--- src/rtl/core_rot_buf.sv ---
// core_rot_buf: 8x8 pixel-set rotation buffer between DMA read and DMA write.
// A set of 64 pixels is captured in raster order, then replayed in rotated
// order (0/90/180/270 degrees, CW or CCW) through a registered output stage.
//
// Optional feature macro: CORE_ROT_BUF_PINGPONG_EN
//   undefined (default): one 64-entry bank, O_COUNT is 7 bits.
//   defined            : two 64-entry banks that alternate, so one set fills
//                        while the previous set drains; O_COUNT is 8 bits.
//
// Handshake rules (both sides): a beat transfers on a rising edge where
// valid and ready are both high. Write side: I_WR_VALID/O_WR_READY.
// Read side: O_RD_VALID/I_RD_READY; O_RD_DATA is held while stalled.
module core_rot_buf #(
    parameter int DATA_W = 24,
`ifdef CORE_ROT_BUF_PINGPONG_EN
    localparam int NB    = 2,
    localparam int CNT_W = 8
`else
    localparam int NB    = 1,
    localparam int CNT_W = 7
`endif
) (
    input  logic              I_HCLK,
    input  logic              I_HRESET_N,
    input  logic              I_CLEAR,
    input  logic              I_DIRECTION,
    input  logic [2:0]        I_DEGREES,
    input  logic [DATA_W-1:0] I_WR_DATA,
    input  logic              I_WR_VALID,
    output logic              O_WR_READY,
    output logic [DATA_W-1:0] O_RD_DATA,
    output logic              O_RD_VALID,
    input  logic              I_RD_READY,
    output logic              O_BUSY,
    output logic [CNT_W-1:0]  O_COUNT
);

    localparam int AW = $clog2(NB * 64);
    // Bank pointers only move when there is a second bank to move to.
    localparam logic BANK_STEP = (NB == 2) ? 1'b1 : 1'b0;

    // Per-bank state: FILL accepts writes, DRAIN replays the stored set.
    typedef enum logic {FILL = 1'b0, DRAIN = 1'b1} state_e;

    state_e            state_q [2];
    state_e            state_d [2];
    logic [1:0]        loaded_q, loaded_d;   // all 64 pixels of the bank moved to output stage
    logic [1:0]        eff_q [2];
    logic [1:0]        eff_d [2];
    logic              wr_bank_q, wr_bank_d;     // bank being filled
    logic              ld_bank_q, ld_bank_d;     // bank feeding the output stage
    logic              fire_bank_q, fire_bank_d; // bank whose pixels are being fired
    logic [5:0]        w_q, w_d;                 // write index
    logic [5:0]        k_q, k_d;                 // next output index to load
    logic [5:0]        f_q, f_d;                 // fires within the current set
    logic [DATA_W-1:0] rd_data_q, rd_data_d;
    logic              rd_valid_q, rd_valid_d;
    logic [CNT_W-1:0]  count_q, count_d;

    logic [DATA_W-1:0] mem [NB*64];

    logic              wr_ready;
    logic              wr_acc;
    logic              fire;
    logic              has_src;
    logic              load;
    logic [1:0]        deg_fold;
    logic [1:0]        eff_in;
    logic [5:0]        src_idx;
    logic [AW-1:0]     wr_addr;
    logic [AW-1:0]     rd_addr;

`ifdef CORE_ROT_BUF_PINGPONG_EN
    assign wr_addr = {wr_bank_q, w_q};
    assign rd_addr = {ld_bank_q, src_idx};
`else
    assign wr_addr = w_q;
    assign rd_addr = src_idx;
`endif

    assign wr_ready = (state_q[wr_bank_q] == FILL);
    assign wr_acc   = I_WR_VALID && wr_ready && !I_CLEAR;
    assign fire     = rd_valid_q && I_RD_READY;
    assign has_src  = (state_q[ld_bank_q] == DRAIN) && !loaded_q[ld_bank_q];
    assign load     = has_src && (!rd_valid_q || fire);

    // Fold unsupported degree codes to 0 and convert CCW to the CW equivalent.
    always_comb begin
        deg_fold = I_DEGREES[2] ? 2'd0 : I_DEGREES[1:0];
        eff_in   = I_DIRECTION ? (2'd0 - deg_fold) : deg_fold;
    end

    // Map output index k (row k[5:3], col k[2:0]) to its raster source index.
    always_comb begin
        src_idx = k_q;
        case (eff_q[ld_bank_q])
            2'd0:    src_idx = {k_q[5:3], k_q[2:0]};
            2'd1:    src_idx = {~k_q[2:0], k_q[5:3]};
            2'd2:    src_idx = {~k_q[5:3], ~k_q[2:0]};
            default: src_idx = {k_q[2:0], ~k_q[5:3]};
        endcase
    end

    // Pixel storage; contents survive reset and flush.
    always_ff @(posedge I_HCLK) begin
        if (wr_acc) begin
            mem[wr_addr] <= I_WR_DATA;
        end
    end

    // State register.
    always_ff @(posedge I_HCLK or negedge I_HRESET_N) begin
        if (!I_HRESET_N) begin
            for (int b = 0; b < 2; b++) begin
                state_q[b] <= FILL;
                eff_q[b]   <= 2'd0;
            end
            loaded_q    <= 2'b00;
            wr_bank_q   <= 1'b0;
            ld_bank_q   <= 1'b0;
            fire_bank_q <= 1'b0;
            w_q         <= 6'd0;
            k_q         <= 6'd0;
            f_q         <= 6'd0;
            rd_data_q   <= '0;
            rd_valid_q  <= 1'b0;
            count_q     <= '0;
        end else begin
            for (int b = 0; b < 2; b++) begin
                state_q[b] <= state_d[b];
                eff_q[b]   <= eff_d[b];
            end
            loaded_q    <= loaded_d;
            wr_bank_q   <= wr_bank_d;
            ld_bank_q   <= ld_bank_d;
            fire_bank_q <= fire_bank_d;
            w_q         <= w_d;
            k_q         <= k_d;
            f_q         <= f_d;
            rd_data_q   <= rd_data_d;
            rd_valid_q  <= rd_valid_d;
            count_q     <= count_d;
        end
    end

    // Next-state: fill on accepted writes, load/fire the output stage, flush on clear.
    always_comb begin
        for (int b = 0; b < 2; b++) begin
            state_d[b] = state_q[b];
            eff_d[b]   = eff_q[b];
        end
        loaded_d    = loaded_q;
        wr_bank_d   = wr_bank_q;
        ld_bank_d   = ld_bank_q;
        fire_bank_d = fire_bank_q;
        w_d         = w_q;
        k_d         = k_q;
        f_d         = f_q;
        rd_data_d   = rd_data_q;
        rd_valid_d  = rd_valid_q;
        count_d     = count_q + {{(CNT_W-1){1'b0}}, wr_acc} - {{(CNT_W-1){1'b0}}, fire};

        if (wr_acc) begin
            w_d = w_q + 6'd1;
            if (w_q == 6'd63) begin
                state_d[wr_bank_q] = DRAIN;
                eff_d[wr_bank_q]   = eff_in;
                wr_bank_d          = wr_bank_q ^ BANK_STEP;
            end
        end

        if (load) begin
            rd_data_d  = mem[rd_addr];
            rd_valid_d = 1'b1;
            k_d        = k_q + 6'd1;
            if (k_q == 6'd63) begin
                loaded_d[ld_bank_q] = 1'b1;
                ld_bank_d           = ld_bank_q ^ BANK_STEP;
            end
        end else if (fire) begin
            rd_valid_d = 1'b0;
        end

        // The bank is released only when its last pixel leaves the output stage.
        if (fire) begin
            f_d = f_q + 6'd1;
            if (f_q == 6'd63) begin
                state_d[fire_bank_q]  = FILL;
                loaded_d[fire_bank_q] = 1'b0;
                fire_bank_d           = fire_bank_q ^ BANK_STEP;
            end
        end

        if (I_CLEAR) begin
            for (int b = 0; b < 2; b++) begin
                state_d[b] = FILL;
            end
            loaded_d    = 2'b00;
            wr_bank_d   = 1'b0;
            ld_bank_d   = 1'b0;
            fire_bank_d = 1'b0;
            w_d         = 6'd0;
            k_d         = 6'd0;
            f_d         = 6'd0;
            rd_valid_d  = 1'b0;
            count_d     = '0;
        end
    end

    // Outputs.
    always_comb begin
        O_WR_READY = wr_ready;
        O_RD_DATA  = rd_data_q;
        O_RD_VALID = rd_valid_q;
        O_COUNT    = count_q;
        O_BUSY     = (count_q != '0) || (state_q[0] == DRAIN) || (state_q[1] == DRAIN);
    end

endmodule

--- config.mk ---
export PLATFORM = sky130hd
export DESIGN_NAME = core_rot_buf
export DESIGN_NICKNAME = d
export VERILOG_FILES = /design/src/rtl/core_rot_buf.sv
export SDC_FILE = /design/constraint.sdc
export NUM_CORES = 2
export LEC_CHECK = 0
export ABC_CLOCK_PERIOD_IN_PS = 7600
export CORE_UTILIZATION = 67
export DETAILED_ROUTE_END_ITERATION = 16
export GPL_TIMING_DRIVEN = 0
export PLACE_DENSITY_LB_ADDON = 0.15
export SLEW_MARGIN = 20
export SYNTH_ARGS = -nofsm -noshare
export SYNTH_HDL_FRONTEND = slang
export SYNTH_SLANG_ARGS = --single-unit
--- constraint.sdc ---
create_clock -name I_HCLK -period 7.6 [get_ports I_HCLK]
set_clock_uncertainty 0.15 [all_clocks]
set_input_delay 1.52 -clock I_HCLK [delete_from_list [all_inputs] [get_ports I_HCLK]]
set_output_delay 1.52 -clock I_HCLK [all_outputs]
set_load 0.02 [all_outputs]
==> results.py <==
metrics = {
    "floorplan": {
        "dieArea_sq_um": 94600,
        "start_util_pct": 67.9,
        "core_region_area_sq_um": 92100,
        "die_x_um": 308,
        "die_height_um": 308,
        "rows": 111,
        "ios": 67,
    },
    "synthesis": {
        "ys_top_cells_by_area": "edfxtp_1 74%, nand2_1 6.8%, nand3_1 3.1%",
        "async_reset_ff_share_pct": 3.40,
        "synth_area_leader_cell": "edfxtp_1",
        "syn-num-nets": 4345,
        "ys_warn_count": 0,
        "synth_cell_types": 56,
        "ys.flop_type": "edfxtp_1",
        "ys_ff_latch": 1590,
        "synth_edf_count": 1536,
        "syn_inst": 4299,
        "yosysSeqAreaShare_pct": 75.9,
        "avgSynthCellArea_sq_um": 14.5,
        "netlist_area_sq_um": 62500,
        "synth_top_area_share_pct": 73.8,
        "synth_common_cells": "1536 x edfxtp_1, 1128 x nand2_1, 390 x nand3_1, 180 x mux2i_1, 132 x clkbuf_1",
        "synth.most_common_cell": "edfxtp_1",
    },
    "place": {
        "dp_cells": 5666,
        "portBuffers": 66,
        "place.gp.congestion": 0.991,
        "hpwl_um": 114000,
        "place_ws_ps": 2290,
    },
    "power": {
        "powerDensity_nw_per_um2": 244,
        "p_leak_nw": 24.1,
        "ir_worst_vdd_uv": 258,
    },
    "global_routing": {
        "grt.total_usage_pct": 37.9,
        "grt_pass1_wl_um": 251000,
        "grt_pass1_vias": 37300,
        "grt_max_degree": 65,
        "gr-total-overflow": 0,
        "antenna_found_initial": 10,
    },
    "run_status": {
        "status": "finished clean",
    },
    "cts": {
        "tritoncts": "yes",
        "worstSkewPairLatency_ps": 780,
        "clk_pin_slew_ps": 60,
        "postCtsSetupRepairBufs": 0,
        "cts_sinks": 1590,
        "cts-root-buf": "clkbuf_16",
        "clk_path_buf_depth": 3,
        "postCtsResizedCells": 0,
        "cts_buffers": 151,
        "postCtsHoldBufs": 0,
        "htree_levels": 4,
    },
    "timing": {
        "fin_tns_setup_ps": 0,
        "min_period_ps": 4710,
        "finalSetupViolCount": 0,
        "holdWs_ps": 362,
        "hold_violations": 0,
        "worstMarginPinSlew_ps": 1300,
        "finalMaxSlewViolations": 0,
        "finalWorstSetupSlack_ps": 2890,
        "slew_headroom_pct": 12.7,
        "max_freq_ghz": 0.212,
        "rsz0062_at_grt": "false",
        "fin_crit_sh_pct": 62.0,
    },
    "worst_setup_path": {
        "cp.required_ps": 8170,
        "end_kind": "flip-flop",
        "path_class": "flip-flop to flip-flop",
        "reg2reg_slack_ps": 2890,
        "startpoint_type": "flip-flop",
        "ff2ff_path_depth": 10,
        "cp.arrival_ps": 5280,
        "crit_fanout": 10,
        "r2r-end": "O_RD_DATA[19]",
        "worstReg2RegStart": "k_q[0]",
    },
    "routing": {
        "wire_per_inst_um": 29.8,
        "drt-initial-drc-count": 6433,
        "drt-pass1-iter-count": 6,
        "drtAntennaViolNets": 0,
        "routed_via_density": 6.68,
        "drc": 0,
        "vias": 39700,
        "routed_wl_um": 177000,
    },
    "worst_hold_path": {
        "min_to": "loaded_q[0]",
        "whs_path_depth": 1,
        "hp-start": "loaded_q[0]",
        "hp-class": "flip-flop to flip-flop",
    },
    "flow_run": {
        "cap_violations": 0,
    },
    "layout": {
        "drive_gt1_share_pct": 12.1,
        "stdcell_count": 5944,
        "nets": 4622,
        "synthToLayoutAreaGrowth_pct": 14.1,
    },
}
-- where the power goes --
group	internal, mW	total (mW)	switching [mW]
registers	9.63	9.64	0.0135
clock network	4.18	7.39	3.21
logic	0.105	0.383	0.278
-- how the worst max path moves through the flow --
stage,slack (ps),start,cells past startpoint,endpoint
after CTS,3080,I_WR_VALID,7,mem[39][20]
after detailed placement,2290,I_WR_VALID,7,mem[39][6]
after global placement,1080,I_WR_VALID,7,mem[62][20]
after global routing,2910,I_WR_VALID,7,mem[39][23]
final,2890,k_q[0],10,O_RD_DATA[19]
after floorplan,3580,I_WR_VALID,6,mem[63][10]
-- layer usage --
layer / wire length [um] / track usage (%) / part of all wire [%]
met5: 75 / 0 / 0.042
met4: 10000 / 18.9 / 5.7
met3: 25600 / 11.2 / 14
met2: 79100 / 56.1 / 45
met1: 62100 / 51.9 / 35
-- metrics by stage --
stage               power (mW)  instance area [sq um]  util [%]
floorplan                 9.93                  62500         -
global placement          10.2                  64800      70.3
detailed placement        10.2                  66500      72.2
CTS                       17.4                  71300      77.5
global route              17.7                  71300      77.5
finish                    17.4                  71300      77.5
-- cell type report --
| type | instances | area, sq um |
|---|---|---|
| sequential | 1590 | 47500 |
| fill | 5163 | 20700 |
| multi-input combinational | 2426 | 14400 |
| clock buffer | 188 | 4110 |
| timing repair buffer | 124 | 1800 |
| tap | 1243 | 1560 |
| buffer | 266 | 1240 |
| clock inverter | 89 | 707 |
| inverter | 17 | 63.8 |
| antenna | 1 | 2.50 |
-- critical path, cell delays in order (launching register included) --
cell and delay (ps):
dfrtp_1 350, buf_2 280, mux2i_4 150, xnor2_2 830
buf_2 480, clkbuf_1 440, nand2_1 110, a32oi_1 480
a31oi_1 410, a2111oi_2 820, a2111o_1 150
-- sequential cells by signal (all words and copies together), names as in the netlist --
signal      flops
mem          1536
O_RD_DATA      24
O_COUNT         7
f_q             6
k_q             6
w_q             6
eff_q           2
O_RD_VALID      1
loaded_q        1
state_q         1
-- cell families after synthesis --
logic type | Yosys count | synth area share, %
AND/OR/NAND/NOR | 1730 | 11.7
AO/OA/AOI/OAI | 425 | 4.87
adder cells (fa/ha/maj) | 13 | 0.272
buffers and inverters | 283 | 2.08
XOR/XNOR | 26 | 0.400
flip-flops | 1590 | 75.9
multiplexers | 232 | 4.74
-- cell usage in the layout (no fill, tap or decap), drive strengths merged, types with 3 or more instances in the layout --
cell,Yosys,layout
edfxtp,1536,1536
dfrtp,54,54
nand2,1128,1128
nand3,390,390
nor3,5,5
or3,3,3
a32oi,49,49
o2111ai,24,24
bufinv,0,10
o211ai,48,48
a2111oi,24,24
o22ai,48,48
nand3b,27,27
nand2b,5,5
ha,12,12
inv,17,28
xnor2,15,15
nand4,29,29
a2111o,24,24
clkinv,0,66
nor2b,8,8
mux2i,183,183
a221oi,3,3
a21oi,90,90
mux4,48,48
nor4,25,25
xor2,11,11
clkdlybuf4s50,0,41
or3b,7,7
o21ai,4,4
clkbuf,132,320
buf,134,216
o21a,4,4
nor2,96,96
a31oi,73,73
a22oi,26,26
No activity file was read; power rests on OpenSTA's default activity.
